===== config.mk =====
export PLATFORM = sky130hd
export DESIGN_NAME = fft_spectrum_peak_finder
export DESIGN_NICKNAME = d
export VERILOG_FILES = /design/src/rtl/pulseox_fft_pkg.sv /design/src/rtl/mag_sqrt_pipe.sv /design/src/rtl/fft_spectrum_peak_finder.sv
export SDC_FILE = /design/constraint.sdc
export NUM_CORES = 2
export LEC_CHECK = 0
export ABC_AREA = 1
export BUFFER_PORTS_ARGS = -buffer_cell sky130_fd_sc_hd__buf_4
export CAP_MARGIN = 20
export CORE_UTILIZATION = 29
export CTS_CLUSTER_SIZE = 30
export DETAILED_ROUTE_END_ITERATION = 7
export HOLD_SLACK_MARGIN = 0.05
export MAX_ROUTING_LAYER = met4
export PLACE_DENSITY = 0.45
export SYNTH_ARGS = -nofsm -noshare
export SYNTH_HDL_FRONTEND = slang
export SYNTH_SLANG_ARGS = --single-unit

===== constraint.sdc =====
create_clock -name clk -period 8.15 [get_ports clk]
set_clock_uncertainty 0.1 [all_clocks]
set_input_delay 1.63 -clock clk [delete_from_list [all_inputs] [get_ports clk]]
set_output_delay 1.63 -clock clk [all_outputs]
set_load 0.005 [all_outputs]

===== src/rtl/pulseox_fft_pkg.sv =====
// Shared types and helpers for the pulse-ox post-FFT spectral path.
// Holds default geometry, the analyser FSM states and BPM scaling.
package pulseox_fft_pkg;

  localparam int DATA_W_DEF    = 22;
  localparam int NFFT_DEF      = 1024;
  localparam int BPM_SCALE_DEF = 192000;

  typedef enum logic [1:0] {
    IDLE,
    COLLECT,
    DRAIN
  } state_t;

  // (bin * scale) >> 16, clamped to the 10-bit BPM range
  function automatic logic [9:0] bpm_sat(
    input logic [15:0] bin,
    input logic [19:0] scale
  );
    logic [35:0] prod;
    prod = (36'(bin) * 36'(scale)) >> 16;
    if (prod > 36'd1023) return 10'd1023;
    return prod[9:0];
  endfunction

endpackage


===== src/rtl/mag_sqrt_pipe.sv =====
// Fully pipelined floor integer square root, one result per cycle.
// A sideband word travels in lockstep with each radicand.
module mag_sqrt_pipe #(
  parameter int INPUT_BITS  = 44,
  parameter int OUTPUT_BITS = 22,
  parameter int SIDE_W      = 12
) (
  input  logic                   clk,
  input  logic                   reset_n,
  input  logic                   in_valid,
  input  logic [INPUT_BITS-1:0]  in_data,
  input  logic [SIDE_W-1:0]      in_side,
  output logic                   out_valid,
  output logic [OUTPUT_BITS-1:0] out_root,
  output logic [SIDE_W-1:0]      out_side
);

  localparam int N     = OUTPUT_BITS;
  localparam int REM_W = N + 2;
  localparam int SH_W  = REM_W + 2;

  logic [INPUT_BITS-1:0] x_q    [0:N-1];
  logic [REM_W-1:0]      rem_q  [0:N-1];
  logic [N-1:0]          root_q [0:N];
  logic [SIDE_W-1:0]     side_q [0:N];
  logic [N:0]            v_q;

  logic [SH_W-1:0] rem_sh [1:N];
  logic [SH_W-1:0] trial  [1:N];
  logic [N:1]      fits;

  // One result bit per stage, MSB first
  always_comb begin
    for (int k = 1; k <= N; k++) begin
      rem_sh[k] = {rem_q[k-1], x_q[k-1][INPUT_BITS-1 -: 2]};
      trial[k]  = {2'b00, root_q[k-1], 2'b01};
      fits[k]   = rem_sh[k] >= trial[k];
    end
  end

  always_ff @(posedge clk or negedge reset_n) begin
    if (!reset_n) begin
      v_q <= '0;
      for (int k = 0; k < N; k++) begin
        x_q[k]   <= '0;
        rem_q[k] <= '0;
      end
      for (int k = 0; k <= N; k++) begin
        root_q[k] <= '0;
        side_q[k] <= '0;
      end
    end else begin
      v_q       <= {v_q[N-1:0], in_valid};
      x_q[0]    <= in_data;
      rem_q[0]  <= '0;
      root_q[0] <= '0;
      side_q[0] <= in_side;
      for (int k = 1; k < N; k++) begin
        x_q[k]   <= x_q[k-1] << 2;
        rem_q[k] <= fits[k] ?
          REM_W'(rem_sh[k] - trial[k]) :
          REM_W'(rem_sh[k]);
      end
      for (int k = 1; k <= N; k++) begin
        root_q[k] <= {root_q[k-1][N-2:0], fits[k]};
        side_q[k] <= side_q[k-1];
      end
    end
  end

  assign out_valid = v_q[N];
  assign out_root  = root_q[N];
  assign out_side  = side_q[N];

endmodule


===== src/rtl/fft_spectrum_peak_finder.sv =====
// Post-FFT analyser: per-bin magnitude, DC level and in-band HR peak.
// Frames may be gapped, aborted by a new SOP, or overlap during drain.
module fft_spectrum_peak_finder
  import pulseox_fft_pkg::*;
#(
  parameter int DATA_W     = DATA_W_DEF,
  parameter int NFFT       = NFFT_DEF,
  parameter int NBINS_USED = 512,
  parameter int BIN_LO     = 4,
  parameter int BIN_HI     = 40,
  parameter int BPM_SCALE  = BPM_SCALE_DEF,
  parameter int BIN_W      = $clog2(NFFT)
) (
  input  logic              clk,
  input  logic              reset_n,
  input  logic              in_valid,
  input  logic              in_sop,
  input  logic [DATA_W-1:0] in_re,
  input  logic [DATA_W-1:0] in_im,
  output logic [DATA_W-1:0] out_dc,
  output logic [DATA_W-1:0] out_ac,
  output logic [BIN_W-1:0]  out_hr_bin,
  output logic [9:0]        out_hr_bpm,
  output logic              out_valid,
  output logic              frame_abort,
  output logic              busy
);

  localparam int SQ_W   = 2 * DATA_W - 1;
  localparam int MAG2_W = 2 * DATA_W;
  localparam int SIDE_W = BIN_W + 2;

  localparam logic [BIN_W-1:0] LAST_BIN = BIN_W'(NBINS_USED - 1);
  localparam logic [BIN_W-1:0] MAX_BIN  = BIN_W'(NFFT - 1);
  localparam logic [BIN_W-1:0] LO_BIN   = BIN_W'(BIN_LO);
  localparam logic [BIN_W-1:0] HI_BIN   = BIN_W'(BIN_HI);

  state_t           state_q, state_d;
  logic [BIN_W-1:0] cnt_q, cnt_d;
  logic             tag_q, tag_d;
  logic             sop, start, issue, abort_d;
  logic [BIN_W-1:0] beat_bin;
  logic             beat_last;

  logic             done_q, done_tag_q;

  assign sop       = in_valid & in_sop;
  assign beat_last = beat_bin == LAST_BIN;

  always_comb begin
    state_d  = state_q;
    cnt_d    = cnt_q;
    tag_d    = tag_q;
    start    = 1'b0;
    issue    = 1'b0;
    abort_d  = 1'b0;
    beat_bin = cnt_q;
    unique case (state_q)
      IDLE: start = sop;
      COLLECT: begin
        start   = sop;
        abort_d = sop;
        if (in_valid && !in_sop) begin
          issue = 1'b1;
          cnt_d = (cnt_q == MAX_BIN) ? cnt_q : cnt_q + 1'b1;
          if (cnt_q == LAST_BIN) state_d = DRAIN;
        end
      end
      DRAIN: begin
        start = sop;
        // Leave only once the frame that entered drain has reported
        if (done_q && done_tag_q == tag_q) state_d = IDLE;
      end
      default: state_d = IDLE;
    endcase
    if (start) begin
      issue    = 1'b1;
      beat_bin = '0;
      tag_d    = ~tag_q;
      cnt_d    = BIN_W'(1);
      state_d  = (LAST_BIN == '0) ? DRAIN : COLLECT;
    end
  end

  always_ff @(posedge clk or negedge reset_n) begin
    if (!reset_n) begin
      state_q     <= IDLE;
      cnt_q       <= '0;
      tag_q       <= 1'b0;
      frame_abort <= 1'b0;
    end else begin
      state_q     <= state_d;
      cnt_q       <= cnt_d;
      tag_q       <= tag_d;
      frame_abort <= abort_d;
    end
  end

  assign busy = state_q != IDLE;

  logic [DATA_W-1:0] re_abs, im_abs;
  logic [SQ_W-1:0]   re_sq, im_sq;

  assign re_abs = in_re[DATA_W-1] ? DATA_W'(-in_re) : in_re;
  assign im_abs = in_im[DATA_W-1] ? DATA_W'(-in_im) : in_im;
  assign re_sq  = SQ_W'(re_abs) * SQ_W'(re_abs);
  assign im_sq  = SQ_W'(im_abs) * SQ_W'(im_abs);

  logic              s1_v, s2_v;
  logic [SQ_W-1:0]   s1_re2, s1_im2;
  logic [SIDE_W-1:0] s1_side, s2_side;
  logic [MAG2_W-1:0] s2_mag;

  always_ff @(posedge clk or negedge reset_n) begin
    if (!reset_n) begin
      s1_v    <= 1'b0;
      s1_re2  <= '0;
      s1_im2  <= '0;
      s1_side <= '0;
      s2_v    <= 1'b0;
      s2_mag  <= '0;
      s2_side <= '0;
    end else begin
      s1_v    <= issue;
      s1_re2  <= re_sq;
      s1_im2  <= im_sq;
      s1_side <= {beat_bin, beat_last, tag_d};
      s2_v    <= s1_v;
      s2_mag  <= MAG2_W'(s1_re2) + MAG2_W'(s1_im2);
      s2_side <= s1_side;
    end
  end

  logic              sq_v;
  logic [DATA_W-1:0] sq_root;
  logic [SIDE_W-1:0] sq_side;

  mag_sqrt_pipe #(
    .INPUT_BITS (MAG2_W),
    .OUTPUT_BITS(DATA_W),
    .SIDE_W     (SIDE_W)
  ) u_sqrt (
    .clk      (clk),
    .reset_n  (reset_n),
    .in_valid (s2_v),
    .in_data  (s2_mag),
    .in_side  (s2_side),
    .out_valid(sq_v),
    .out_root (sq_root),
    .out_side (sq_side)
  );

  logic [BIN_W-1:0]  sq_bin;
  logic              sq_last, sq_tag, sq_hit, in_band;
  logic              trk_tag;
  logic [DATA_W-1:0] dc_q, pk_q;
  logic [BIN_W-1:0]  pkb_q;

  assign sq_bin  = sq_side[SIDE_W-1:2];
  assign sq_last = sq_side[1];
  assign sq_tag  = sq_side[0];
  // Bin 0 opens a frame; leftovers of an aborted frame carry a stale tag
  assign sq_hit  = sq_v & ((sq_bin == '0) | (sq_tag == trk_tag));
  assign in_band = (sq_bin >= LO_BIN) & (sq_bin <= HI_BIN);

  always_ff @(posedge clk or negedge reset_n) begin
    if (!reset_n) begin
      trk_tag    <= 1'b0;
      dc_q       <= '0;
      pk_q       <= '0;
      pkb_q      <= LO_BIN;
      done_q     <= 1'b0;
      done_tag_q <= 1'b0;
    end else begin
      done_q     <= sq_hit & sq_last;
      done_tag_q <= sq_tag;
      if (sq_v && sq_bin == '0) begin
        trk_tag <= sq_tag;
        dc_q    <= sq_root;
        pk_q    <= '0;
        pkb_q   <= LO_BIN;
      end else if (sq_hit && in_band && sq_root > pk_q) begin
        pk_q  <= sq_root;
        pkb_q <= sq_bin;
      end
    end
  end

  always_ff @(posedge clk or negedge reset_n) begin
    if (!reset_n) begin
      out_valid  <= 1'b0;
      out_dc     <= '0;
      out_ac     <= '0;
      out_hr_bin <= '0;
      out_hr_bpm <= '0;
    end else begin
      out_valid <= done_q;
      if (done_q) begin
        out_dc     <= dc_q;
        out_ac     <= pk_q;
        out_hr_bin <= pkb_q;
        out_hr_bpm <= bpm_sat(16'(pkb_q), 20'(BPM_SCALE));
      end
    end
  end

endmodule


==> metrics.yaml <==
placed_design:
  dp_hpwl_um: 247000
  place.gp.congestion: 0.901
  dp_cells: 17949
  portBuffers: 114
cells_and_area:
  multi_input_area_um2: 54600
  drive_gt1_frac: 0.112
  nFillCells: 39233
  final_nets: 14634
  area.sequential_um2: 45500
  fin_cells: 18317
  area_growth_pct: 17.8
die:
  core_area_um2: 375000
  ios: 115
  rows: 225
  die_w_um: 616
  die_area_um2: 379000
  die_h_um: 616
  start_util: 0.291
synthesis:
  yosysUniqueCellTypes: 68
  yosys.area.top_type: "dfrtp_1"
  yosys-top-cells-count: "2698 x nand2_1, 2250 x inv_1, 1819 x dfrtp_1, 1096 x nor2_1, 734 x fa_1"
  yosysMostFrequentCell: "nand2_1"
  synth_edf_count: 0
  async_flop_share: 1.00
  ys.flop_type: "dfrtp_1"
  syn_avg_cell_area_um2: 8.94
  netlist_area_um2: 109000
  synth_top_area_share: 0.416
  ys_ff_latch: 1820
  yosysSeqAreaShare: 0.417
  netlist_instances: 12231
  yosysWarnings: 0
  yosys-top-cells-area: "dfrtp_1 42%, fa_1 13%, nand2_1 9.3%"
setup_path:
  arrival_ns: 8.40
  r2r_start: "pkb_q[5]$_DFFE_PN0P_"
  crit_slowest_cell: "fa_1"
  cp_max_fo: 6
  path_buf_inv: 12
  cp-start-kind: "input port"
  slowest_delay_ns: 0.53
  timing.rr.end: "out_hr_bpm[6]$_DFFE_PN0P_"
  crit_type: "in -> reg"
  path_delay_family: "adder cells"
  critPathRequiredTime_ns: 8.76
  r2r_setup_slack_ns: 3.50
  worstSetupPathDepth: 34
  cp-startpoint: "in_re[1]"
  end_kind: "flip-flop"
  r2r_cells: 20
grt:
  grt.overflow.total: 0
  grt_max_degree: 173
  grt_pass1_wl_um: 479000
  grt_pass1_vias: 82830
  grt_use_total: 0.165
  antenna_found_initial: 2
timing:
  timing.final.max_slew_violations: 0
  tightest_slew_ns: 1.04
  finalHoldViolations: 0
  finalCriticalPeriod_ns: 7.79
  whs_ns: 0.216
  fin_crit_sh: 0.956
  timing.fmax_ghz: 0.128
  relSlewSlack: 0.309
  final-setup-viol-count: 0
route:
  wire_per_inst_um: 16.4
  wirelength_um: 300000
  drt_iter0_drc: 4567
  dr.pass1.iters: 6
  ant_nets: 0
  viasPerCell: 4.36
  drc: 0
  vias: 79845
hold_path:
  min_path_cells: 0
  hp-class: "reg -> reg"
  hold_start: "u_sqrt.side_q[37]$_DFF_PN0_"
  hold_path_end: "u_sqrt.side_q[25]$_DFF_PN0_"
clock_tree:
  clk_pin_slew_ns: 0.06
  cts_made_buffers: 197
  cts_tree: "yes"
  cts.path.max_buffers: 3
  clock-root-buffer: "clkbuf_16"
  htree_levels: 4
  insertion_delay_ns: 0.86
  cts.sinks: 1820
  cts_hold_buffers: 0
outcome:
  status: "completed"
flow_run:
  drv_cap: 0
[worst register-to-register path, cell delays in order (launching register included)]
cell and delay (ns):
dfrtp_1 0.58, fa_1 0.62, inv_1 0.05, fa_1 0.52, fa_1 0.44, fa_1 0.54
inv_1 0.04, ha_1 0.35, nand2_1 0.07, nand2_1 0.10, nand2_1 0.06, nand2_1 0.08
inv_1 0.07, nand2_1 0.10, nand2_1 0.07, nand2_1 0.06, nand2_1 0.05, nand2_1 0.22
nand3_1 0.26, nand2_1 0.12, inv_1 0.04
[area by class of cell]
class                      count  share of cell area
timing repair buffer         831              0.0510
sequential                  1820               0.354
clock buffer                 274              0.0439
clock inverter                89              0.0117
tap                         4994              0.0485
multi-input combinational   7989               0.424
antenna                        4           0.0000777
inverter                    2316              0.0676
[sequential cells by signal, summed over array words and instances (netlist names), 22 cells and up]
name,cells
u_sqrt.x_q,462
s2_mag,44
u_sqrt.out_root,22
out_dc,22
out_ac,22
u_sqrt.rem_q,473
s1_re2,42
pk_q,22
u_sqrt.rem_sh,44
u_sqrt.root_q,231
dc_q,22
s1_im2,42
u_sqrt.side_q,264
u_sqrt.v_q,23
[logic make-up (layout without fill, tap and decap cells)]
family | count (synthesis) | count (layout) | synth area share
other cells | 2 | 40 | 0.0000687
fa+ha+maj | 1431 | 1431 | 0.214
buf+inv | 2456 | 3510 | 0.0870
compound gates | 1287 | 1287 | 0.0648
flops | 1820 | 1820 | 0.417
simple gates | 4871 | 4871 | 0.188
xor+xnor | 364 | 364 | 0.0295
[layout by cell type, fill, tap and decap left out, types with 65 or more instances in the layout]
master	instances
a21oi_1	549
buf_4	806
clkbuf_16	197
dfrtp_1	1818
fa_1	733
ha_1	691
inv_1	2247
inv_2	65
nand2_1	2694
nand3_1	504
nand4_1	168
nor2_1	1079
nor3_1	102
o21ai_0	413
o21ai_1	102
xnor2_1	148
xor2_1	213
[routing by layer]
layer | vias up | track usage | routed length, um
met5 | - | - | 0
met4 | 0 | 0.0310 | 5220
met3 | 313 | 0.0149 | 9360
met2 | 1209 | 0.275 | 145000
met1 | 38576 | 0.219 | 141000
li1 | 39747 | - | -
[what timing repair did]
action / CTS / global route
setup endpoints to repair: 0 / 29
hold endpoints to repair: 0 / 0
resized for setup: 0 / 16
buffers inserted: 0 / 0
[worst max-delay path by stage]
stage                           endpoint  slack [ns]
floorplan           s1_re2[42]$_DFF_PN0_       -0.04
global placement    s1_re2[42]$_DFF_PN0_       -0.75
detailed placement  s1_re2[42]$_DFF_PN0_       -0.76
CTS                 s1_re2[42]$_DFF_PN0_        0.16
global route        s1_re2[41]$_DFF_PN0_      -0.001
finish              s1_re2[19]$_DFF_PN0_        0.36
[stage by stage]
| stage | worst slack (ns) | instance area (um2) | TNS [ns] | util |
|---|---|---|---|---|
| after detailed placement | -0.759 | 122000 | -30.81 | 0.324 |
| final | 0.362 | 129000 | 0 | 0.343 |
| after floorplan | -0.0406 | 110000 | -0.0406 | - |
| after global placement | -0.753 | 122000 | -29.84 | 0.324 |
| after global routing | -0.00122 | 129000 | -0.00139 | 0.343 |
| after CTS | 0.157 | 129000 | 0 | 0.343 |
Power is left out: the tool's default activity adds up to more than one toggle a clock period on the data nets, which glitch-free logic cannot reach.
